**src/rtl/serial_add_sub_if.sv**
```systemverilog
// Operand/opcode request and result/flag bundle for the bit-serial adder/subtractor.
interface serial_add_sub_if #(
  parameter int unsigned WIDTH = 8
);
  logic             start;
  logic             op;
  logic [WIDTH-1:0] A;
  logic [WIDTH-1:0] B;
  logic             ready;
  logic             busy;
  logic             done;
  logic [WIDTH-1:0] Result;
  logic             Carry;
  logic             Overflow;
  logic             Zero;

  modport master (
    output start, op, A, B,
    input  ready, busy, done, Result, Carry, Overflow, Zero
  );

  modport slave (
    input  start, op, A, B,
    output ready, busy, done, Result, Carry, Overflow, Zero
  );
endinterface

```
**src/rtl/serial_add_sub.sv**
```systemverilog
// Bit-serial WIDTH-bit add/subtract: one full-adder step per clock, LSB first,
// result reassembled in parallel with carry/overflow/zero flags.
module serial_add_sub #(
  parameter int unsigned WIDTH = 8
) (
  input logic             clk,
  input logic             rst_n,
  serial_add_sub_if.slave bus
);
  localparam int unsigned CW = (WIDTH > 1) ? $clog2(WIDTH) : 1;
  localparam logic [CW-1:0] LAST = CW'(WIDTH - 1);

  localparam logic [1:0] IDLE = 2'd0;
  localparam logic [1:0] RUN  = 2'd1;
  localparam logic [1:0] DONE = 2'd2;

  logic [1:0]       state;
  logic [WIDTH-1:0] a_sh;
  logic [WIDTH-1:0] b_sh;
  logic [WIDTH-1:0] r_sh;
  logic [CW-1:0]    cnt;
  logic             c;

  logic [WIDTH-1:0] result_q;
  logic             carry_q;
  logic             ovf_q;
  logic             zero_q;

  logic             s;
  logic             cout;
  logic [WIDTH-1:0] r_next;

  // Single-bit full adder on the current LSB pair and the held carry.
  always_comb begin
    s      = a_sh[0] ^ b_sh[0] ^ c;
    cout   = (a_sh[0] & b_sh[0]) | (a_sh[0] & c) | (b_sh[0] & c);
    r_next = {s, r_sh[WIDTH-1:1]};
  end

  always_ff @(posedge clk or negedge rst_n) begin
    if (!rst_n) begin
      state    <= IDLE;
      a_sh     <= '0;
      b_sh     <= '0;
      r_sh     <= '0;
      cnt      <= '0;
      c        <= 1'b0;
      result_q <= '0;
      carry_q  <= 1'b0;
      ovf_q    <= 1'b0;
      zero_q   <= 1'b0;
    end else begin
      case (state)
        IDLE: begin
          if (bus.start) begin
            a_sh  <= bus.A;
            b_sh  <= bus.op ? ~bus.B : bus.B;
            c     <= bus.op;
            cnt   <= '0;
            r_sh  <= '0;
            state <= RUN;
          end
        end
        RUN: begin
          a_sh <= {1'b0, a_sh[WIDTH-1:1]};
          b_sh <= {1'b0, b_sh[WIDTH-1:1]};
          r_sh <= r_next;
          c    <= cout;
          cnt  <= cnt + 1'b1;
          // MSB step: c still holds the carry into the sign bit here.
          if (cnt == LAST) begin
            result_q <= r_next;
            carry_q  <= cout;
            ovf_q    <= c ^ cout;
            zero_q   <= (r_next == '0);
            state    <= DONE;
          end
        end
        DONE:    state <= IDLE;
        default: state <= IDLE;
      endcase
    end
  end

  assign bus.ready    = (state == IDLE);
  assign bus.busy     = (state == RUN);
  assign bus.done     = (state == DONE);
  assign bus.Result   = result_q;
  assign bus.Carry    = carry_q;
  assign bus.Overflow = ovf_q;
  assign bus.Zero     = zero_q;
endmodule

```
**src/flat_wrapper.sv**
```systemverilog
// flat-port wrapper written by rule: the top's interface ports become plain ports
module serial_add_sub_flat 
#(
  parameter int unsigned WIDTH = 8
)
  (clk, rst_n, bus_start, bus_op, bus_A, bus_B, bus_ready, bus_busy, bus_done, bus_Result, bus_Carry, bus_Overflow, bus_Zero);
  serial_add_sub_if #(.WIDTH(WIDTH)) bus_i ();
  input logic clk;
  input logic rst_n;
  input wire logic [$bits(bus_i.start)-1:0] bus_start;
  input wire logic [$bits(bus_i.op)-1:0] bus_op;
  input wire logic [$bits(bus_i.A)-1:0] bus_A;
  input wire logic [$bits(bus_i.B)-1:0] bus_B;
  output wire logic [$bits(bus_i.ready)-1:0] bus_ready;
  output wire logic [$bits(bus_i.busy)-1:0] bus_busy;
  output wire logic [$bits(bus_i.done)-1:0] bus_done;
  output wire logic [$bits(bus_i.Result)-1:0] bus_Result;
  output wire logic [$bits(bus_i.Carry)-1:0] bus_Carry;
  output wire logic [$bits(bus_i.Overflow)-1:0] bus_Overflow;
  output wire logic [$bits(bus_i.Zero)-1:0] bus_Zero;
  assign bus_i.start = bus_start;
  assign bus_i.op = bus_op;
  assign bus_i.A = bus_A;
  assign bus_i.B = bus_B;
  assign bus_ready = bus_i.ready;
  assign bus_busy = bus_i.busy;
  assign bus_done = bus_i.done;
  assign bus_Result = bus_i.Result;
  assign bus_Carry = bus_i.Carry;
  assign bus_Overflow = bus_i.Overflow;
  assign bus_Zero = bus_i.Zero;
  serial_add_sub #(.WIDTH(WIDTH)) u_core (.clk(clk), .rst_n(rst_n), .bus(bus_i));
endmodule
```
**config.mk**
```make
export PLATFORM = sky130hd
export DESIGN_NAME = serial_add_sub_flat
export DESIGN_NICKNAME = d
export VERILOG_FILES = /design/src/rtl/serial_add_sub_if.sv /design/src/rtl/serial_add_sub.sv /design/src/flat_wrapper.sv
export SDC_FILE = /design/constraint.sdc
export NUM_CORES = 1
export LEC_CHECK = 0
export ABC_AREA = 1
export CAP_MARGIN = 20
export CORE_UTILIZATION = 35
export CTS_CLUSTER_SIZE = 30
export DETAILED_ROUTE_END_ITERATION = 7
export PLACE_DENSITY = 0.54
export SLEW_MARGIN = 0
export SYNTH_ARGS = -nofsm -noshare
export SYNTH_HDL_FRONTEND = slang
export SYNTH_SLANG_ARGS = --single-unit
```
**constraint.sdc**
```tcl
create_clock -name clk -period 1.5 [get_ports clk]
set_input_delay 0.3 -clock clk [delete_from_list [all_inputs] [get_ports clk]]
set_output_delay 0.3 -clock clk [all_outputs]
set_load 0.02 [all_outputs]
```
After elaboration in Yosys (flattened, before gate mapping)
Index checks and enable logic that the tools add are counted.
Storage, ports and cells
  register bits after elaboration: 41
  bits in latches: 0
  memory bits (writable): 0
  ROM bits: 0
  input port bits: 20
  output and inout bits: 14
  word-level logic and storage cells: 45
  memories: 0
Operators by class
  $add $sub $neg: 1
  $mul: 0
  divide/modulo/power cells: 0
  $lt $le $gt $ge: 0
  equality and inequality tests: 5
  shift-type cells: 0
  mux-type cells: 14
  bitwise operators: 9
  reductions and logical operators: 6
Operator list (number)
  case mux 8 bit (2 select lines): 3
  two-way mux 8 bit: 4
  logical NOT 8 bit: 1
  NOT 8 bit: 1
  case mux 3 bit (2 select lines): 1
  AND reduction 2 bit: 3
  two-way mux 2 bit: 2
  case mux 2 bit (2 select lines): 1
  adder 3 x 1 -> 3 bit (second input constant): 1
  AND 1 bit: 3
  equality test 3 bit (second input constant): 1
  two-way mux 3 bit: 1
  bitwise XOR 1 bit: 3
  equality test 2 x 1 -> 1 bit (second input constant): 1
  equality test 2 bit (second input constant): 1
  logical NOT 2 bit: 1
  != test 2 x 1 -> 1 bit (second input constant): 1
  != test 2 bit (second input constant): 1
  OR 1 bit: 2
  case mux 1 bit (2 select lines): 1
  nonzero test 2 bit: 1
  two-way mux 1 bit: 1

Depth between registers and ports, before layout
Gate-level depths: netlist of the first run.
  depth in word-level cells: 4
  mapped depth: 6
  depth with buffers taken out: 6

Worst setup path after synthesis of the first run
Ideal clock, no wire load.
  path type: register to register
  start: register u_core.c
  end: register u_core.zero_q, in the netlist u_core.bus.Zero
  setup time: 0.116 ns
  arrival time: 1.152 ns
  path slack: 0.232 ns
  stages on the path, launching flop included: 7
  clock period less this slack: 1.268 ns
  path through: dfrtp_1 > fa_1 > nor2_1 > nand2_1 > nor2_1 > nand2_1 > nand2_1
On the way
  word-level cells in the longest chain between the ends: 2
Ends and longest elaborated chain
  start: declaration: line serial_add_sub.sv:22  | logic c;
  start signal: assignment: line serial_add_sub.sv:58  | c <= bus.op;
  start signal: assignment: line serial_add_sub.sv:68  | c <= cout;
  bitwise XOR 1 bit: line serial_add_sub.sv:35  | s = a_sh[0] ^ b_sh[0] ^ c;
  via u_core.s: line serial_add_sub.sv:29  | logic s;
  logical NOT 8 bit: line serial_add_sub.sv:75  | zero_q <= (r_next == '0);
  end signal: assignment: line serial_add_sub.sv:75
  end: declaration: line serial_add_sub.sv:27  | logic zero_q;
The timed path passes the listed nets, and every way through them passes these cells.
A chain may end at the register's enable or synchronous reset.

Worst setup path in the final report of the first run
  start: register u_core.state[0]
  end: output port bus_busy
On the way
  word-level cells in the longest chain between the ends: 1
Ends and longest elaborated chain
  start: declaration: line serial_add_sub.sv:17  | logic [1:0] state;
  start signal: assignment: line serial_add_sub.sv:42  | state <= IDLE;
  start signal: assignment: line serial_add_sub.sv:61  | state <= RUN;
  start signal: assignment: line serial_add_sub.sv:76  | state <= DONE;
  equality test 2 x 1 -> 1 bit: line serial_add_sub.sv:86  | assign bus.busy = (state == RUN);
  end: declaration: line flat_wrapper.sv:15  | output wire logic [$bits(bus_i.busy)-1:0] bus_busy;
No other way between the ends.

==> results of run 1 <==
-- cells in the mapped netlist, drive strengths merged --
| library cell | number | area share |
|---|---|---|
| o22ai | 7 | 0.024 |
| o21ai | 11 | 0.030 |
| a21oi | 1 | 0.0028 |
| buf | 10 | 0.034 |
| nand2 | 68 | 0.14 |
| nor2 | 9 | 0.020 |
| xnor2 | 2 | 0.0097 |
| ha | 2 | 0.014 |
| nand3 | 37 | 0.10 |
| nand4 | 4 | 0.014 |
| inv | 20 | 0.041 |
| dfrtp | 40 | 0.55 |
| fa | 1 | 0.011 |
-- cells in the final DEF, fill, tap and decap left out --
cell type        count
dfrtp_1             40
bufinv_16            2
buf_4               21
clkdlybuf4s50_1     18
nor2_2               3
nand3_1             37
buf_12               1
o21ai_1              9
nand2_1             66
clkbuf_2             1
xnor2_1              2
inv_2                1
a21oi_1              1
dlygate4sd3_1        1
nand2_2              2
o21ai_0              2
buf_6                1
fa_1                 1
nand4_1              4
buf_2                3
o22ai_1              7
ha_1                 2
nor2_1               6
inv_1               19
clkbuf_8             5
dlygate4sd2_1       11
-- state kept, by name, indices dropped and copies added (netlist names) --
name / count
u_core.bus.Zero: 1
u_core.bus.Overflow: 1
u_core.b_sh: 8
u_core.cnt: 3
u_core.state: 2
u_core.a_sh: 8
u_core.bus.Result: 8
u_core.c: 1
u_core.bus.Carry: 1
u_core.r_sh: 7
-- metal layers --
layer,GRT usage,share of wire,up-vias
met2,0.268,0.47,41
met1,0.220,0.48,706
met5,0,0,-
li1,-,-,794
met3,0.0412,0.040,5
met4,0.0641,0.014,0
-- through the flow --
stage          power, mW  std cells  hold WS (ns)  instance area [µm²]
6_report            4.79        333         0.462                 2460
5_1_grt             5.22        333         0.495                 2460
4_1_cts             4.73        327         0.466                 2430
3_5_place_dp        3.77        318         0.260                 2290
3_3_place_gp        3.75        318         0.260                 2290
2_1_floorplan       3.00        212       0.00441                 1810
-- where the power goes --
part,switching (mW),internal [mW],total [mW]
clock,0.370,0.655,1.03
combinational,1.13,0.873,2.00
sequential,0.241,1.52,1.76
-- worst max path at each step --
stage	cells past startpoint	to	start	slack (ns)
final	3	bus_busy	u_core.state[0]	0.11
after global routing	3	bus_busy	u_core.state[0]	0.02
after CTS	3	bus_busy	u_core.state[0]	0.0004
after detailed placement	2	bus_done	u_core.state[0]	-0.04
after global placement	3	bus_busy	u_core.state[0]	-0.03
after floorplan	6	u_core.bus.Zero	u_core.c	0.23
-- timing repair --
action	CTS	global route
hold buffers	1	0
endpoints found under the setup margin	14	14
resized for setup	20	5
pin swaps	0	1
endpoints found under the hold margin	16	0
buffers inserted	1	6
-- cells by family after synthesis --
logic type	Yosys count	share of synthesized area
and+or+nand+nor	118	0.280
DFF	40	0.553
buffers and inverters	30	0.0753
AOI/OAI and AO/OA	19	0.0574
adders and majority gates	3	0.0249
xor gates and xnor gates	2	0.00968
-- final cells by class --
cell class	count	area, µm²
clock buffer	5	68.8
clock inverter	2	60.1
fill	476	2390
inverter	20	75.1
multi-input combinational	142	678
sequential	40	1000
tap	67	83.8
timing repair buffer	57	495
==> metrics.cfg, run 1 <==
[global_route]
track_usage=0.168
grt_pass1_vias=1415
grt_max_degree=25
antenna_found_initial=0
grt-ovfl-total=0
grt_pass1_wl_um=6790

[placed_design]
gp_congestion=0.717
place_ws_ns=-0.0353
port_buffers=33
dpl.hpwl_um=2860

[worst_setup_path]
r2r_setup_slack_ns=0.15
ff2ff_path_depth=6
cp.arrival_ns=1.09
path_cells=inv_1 -> nor2_2 -> buf_2
critPathCaptureType=primary output
crit_slowest_cell=dfrtp_1
path_class=register to primary output
crit_buf_inv=2
rr_endpoint=u_core.bus.Zero
timing.rr.start=u_core.a_sh[0]
critPathMaxFanout=4
cpPeakStageDelay_ns=0.41
crit_family=flip-flops
startpoint_type=register
cp.required_ns=1.20

[power_and_ir_drop]
total_leakage_power_nw=1.26
ir_worst_vdd_uv=775
power_density_mw_per_mm2=1940

[synth]
synth_area_mm2=0.00181
synth-seq-cells=40
yosysWarningCount=0
syn_inst=212
synth.avg_cell_area_um2=8.54
yosysSeqAreaShare=0.553
syn_nets=235
ys_types=19

[timing]
fin_skew_ns=0.00517
timing.final.crit_share=0.925
setup_viol=0
slew_headroom=0.730
fmax_ghz=0.720
rsz0062_at_grt=false
worst_slack_ns=0.112
hold_violations=0
tightest_slew_ns=0.404
fin_setup_tns_ns=0
drv_slew=0
fin_crit_ns=1.39

[clocking]
cts_buffers=5
cts_tree=yes
cts_max_level=2
clockBufferDepth=2
cts_sinks=40
cts-root-buf=clkbuf_8
clk_latency_ns=0.29
path_clk_slew_ns=0.08

[floorplanning]
num_rows=25
die_w_um=73.9
ios=34
die-area_mm2=0.00546
initial_core_util=0.373
die_h_um=73.9
coreArea_mm2=0.00485

[drt]
drt-total-wl_um=3950
dr.pass1.iters=5
drt_iter0_drc=61
drc_errors=0
num_vias=1546
detail_route.wl_per_cell_um=11.9
detail-route-antenna-nets=0
routed_via_density=4.64

[run]
drv_cap=0

[final_layout]
drive_gt1_frac=0.150
diodes=0
area_growth_pct=36.0
nNetsFinal=289
post-route-util=0.508

[hold_path]
hold_class=input port to asynchronous set/reset pin

[run_status]
outcome=completed

(Power assumes the default switching activity.)
==> run 2, diff against run 1 <==
Settings changed: PLACE_DENSITY 0.54 to not set.
==> metrics.cfg, run 2 (synthesis gave the netlist of run 1 again) <==
[global_route]
grt-ovfl-total=0
grt_pass1_vias=1463
grt_pass1_wl_um=6540
grt_max_degree=41
track_usage=0.158
antenna_found_initial=0

[placed_design]
dp.cells=316
dpl.hpwl_um=2740
gp_congestion=0.707
port_buffers=33
dpl-instance-area_mm2=0.00229

[worst_setup_path]
cp-endpoint=bus_done
critPathCaptureType=primary output
cp.arrival_ns=1.12
r2r_setup_slack_ns=0.14
ff2ff_path_depth=6
worstSetupStartpoint=u_core.state[0]
cp.required_ns=1.20
timing.rr.start=u_core.c
rr_endpoint=u_core.bus.Zero
path_class=register to primary output
critPathMaxFanout=4
startpoint_type=register

[final_layout]
final_common_cell=nand2_1
nNetsFinal=280
final_cell_area_mm2=0.00237
area_growth_pct=31.2
drive_gt1_frac=0.117
fin_cells=324
diodes=0
most-common-layout-cells=nand2_1 (66), dfrtp_1 (40), nand3_1 (37)

[timing]
slew_headroom=0.839
fin_skew_ns=0.00595
rsz0062_at_grt=false
hold_violations=0
fin_crit_ns=1.42
tightest_slew_ns=0.240
fmax_ghz=0.704
timing.final.crit_share=0.947
hold_ws_ns=0.473
drv_slew=0
setup_viol=0

[drt]
drt_iter0_drc=45
routed_via_density=4.68
detail-route-antenna-nets=0
drt-total-wl_um=3720
drc_errors=0
num_vias=1515
dr.pass1.iters=4
detail_route.wl_per_cell_um=11.5

[power_and_ir_drop]
power_mw=4.35
ir_worst_vdd_uv=754
total_leakage_power_nw=1.21
power_density_mw_per_mm2=1830

[run]
drv_cap=0

[clocking]
clk_latency_ns=0.28
cts_tree=yes
clockBufferDepth=2
cts_buffers=5
cts_sinks=40
path_clk_slew_ns=0.07
cts-root-buf=clkbuf_8
cts_max_level=2

[floorplanning]
die_h_um=73.9
die_w_um=73.9
num_rows=25
die-area_mm2=0.00546
initial_core_util=0.373
coreArea_mm2=0.00485
ios=34

[hold_path]
hold_class=register to register

[run_status]
outcome=completed

## run 2: worst min-delay path by stage
stage / slack, ns / cells past startpoint / endpoint / startpoint
6_report: 0.47 / 2 / u_core.bus.Carry / u_core.bus.Carry
2_1_floorplan: 0.004 / 0 / u_core.a_sh[0] / rst_n
4_1_cts: 0.48 / 2 / u_core.bus.Carry / u_core.bus.Carry
3_3_place_gp: 0.29 / 2 / u_core.bus.Result[3] / rst_n
5_1_grt: 0.50 / 2 / u_core.bus.Carry / u_core.bus.Carry
3_5_place_dp: 0.29 / 2 / u_core.bus.Result[3] / rst_n
## run 2: layout make-up
type | instances | area [µm²]
Multi-Input combinational cell | 142 | 676
Timing Repair Buffer | 48 | 443
Fill cell | 501 | 2470
Clock buffer | 7 | 96.3
Sequential cell | 40 | 1000
Inverter | 20 | 75.1
Tap cell | 67 | 83.8
## run 2: worst max-delay path, cell delays in order, from the launching register on
cell             delay [ns]
dfrtp_1                0.43
nor2_2                 0.14
clkdlybuf4s15_2        0.26
## run 2: power by group
group / total [mW] / switching, mW / internal (mW)
Clock: 0.756 / 0.346 / 0.409
Sequential: 1.77 / 0.247 / 1.52
Combinational: 1.83 / 1.08 / 0.752
Total: 4.35 / 1.67 / 2.68
## run 2: repair_timing
item,CTS,global route
buffers inserted,0,0
endpoints found under the setup margin,14,3
hold buffers,1,0
resized for setup,19,3
hold endpoints to repair,40,0
## run 2: routing by layer
metal  global-route usage  part of all wire  vias to the layer above
met5                    0                 0                        -
met4               0.0577             0.011                        0
met3               0.0329             0.055                        5
met2                0.257              0.47                       48
met1                0.209              0.47                      688
li1                     -                 -                      774
## run 2: per-stage QoR
| step | util | TNS [ns] | setup WS (ns) |
|---|---|---|---|
| finish | 0.490 | 0 | 0.0792 |
| global route | 0.490 | 0 | 0.0227 |
| CTS | 0.492 | 0 | 0.00610 |
| detailed placement | 0.472 | -0.0217 | -0.0156 |
| global placement | 0.472 | -0.0399 | -0.0217 |
| floorplan | - | 0 | 0.232 |
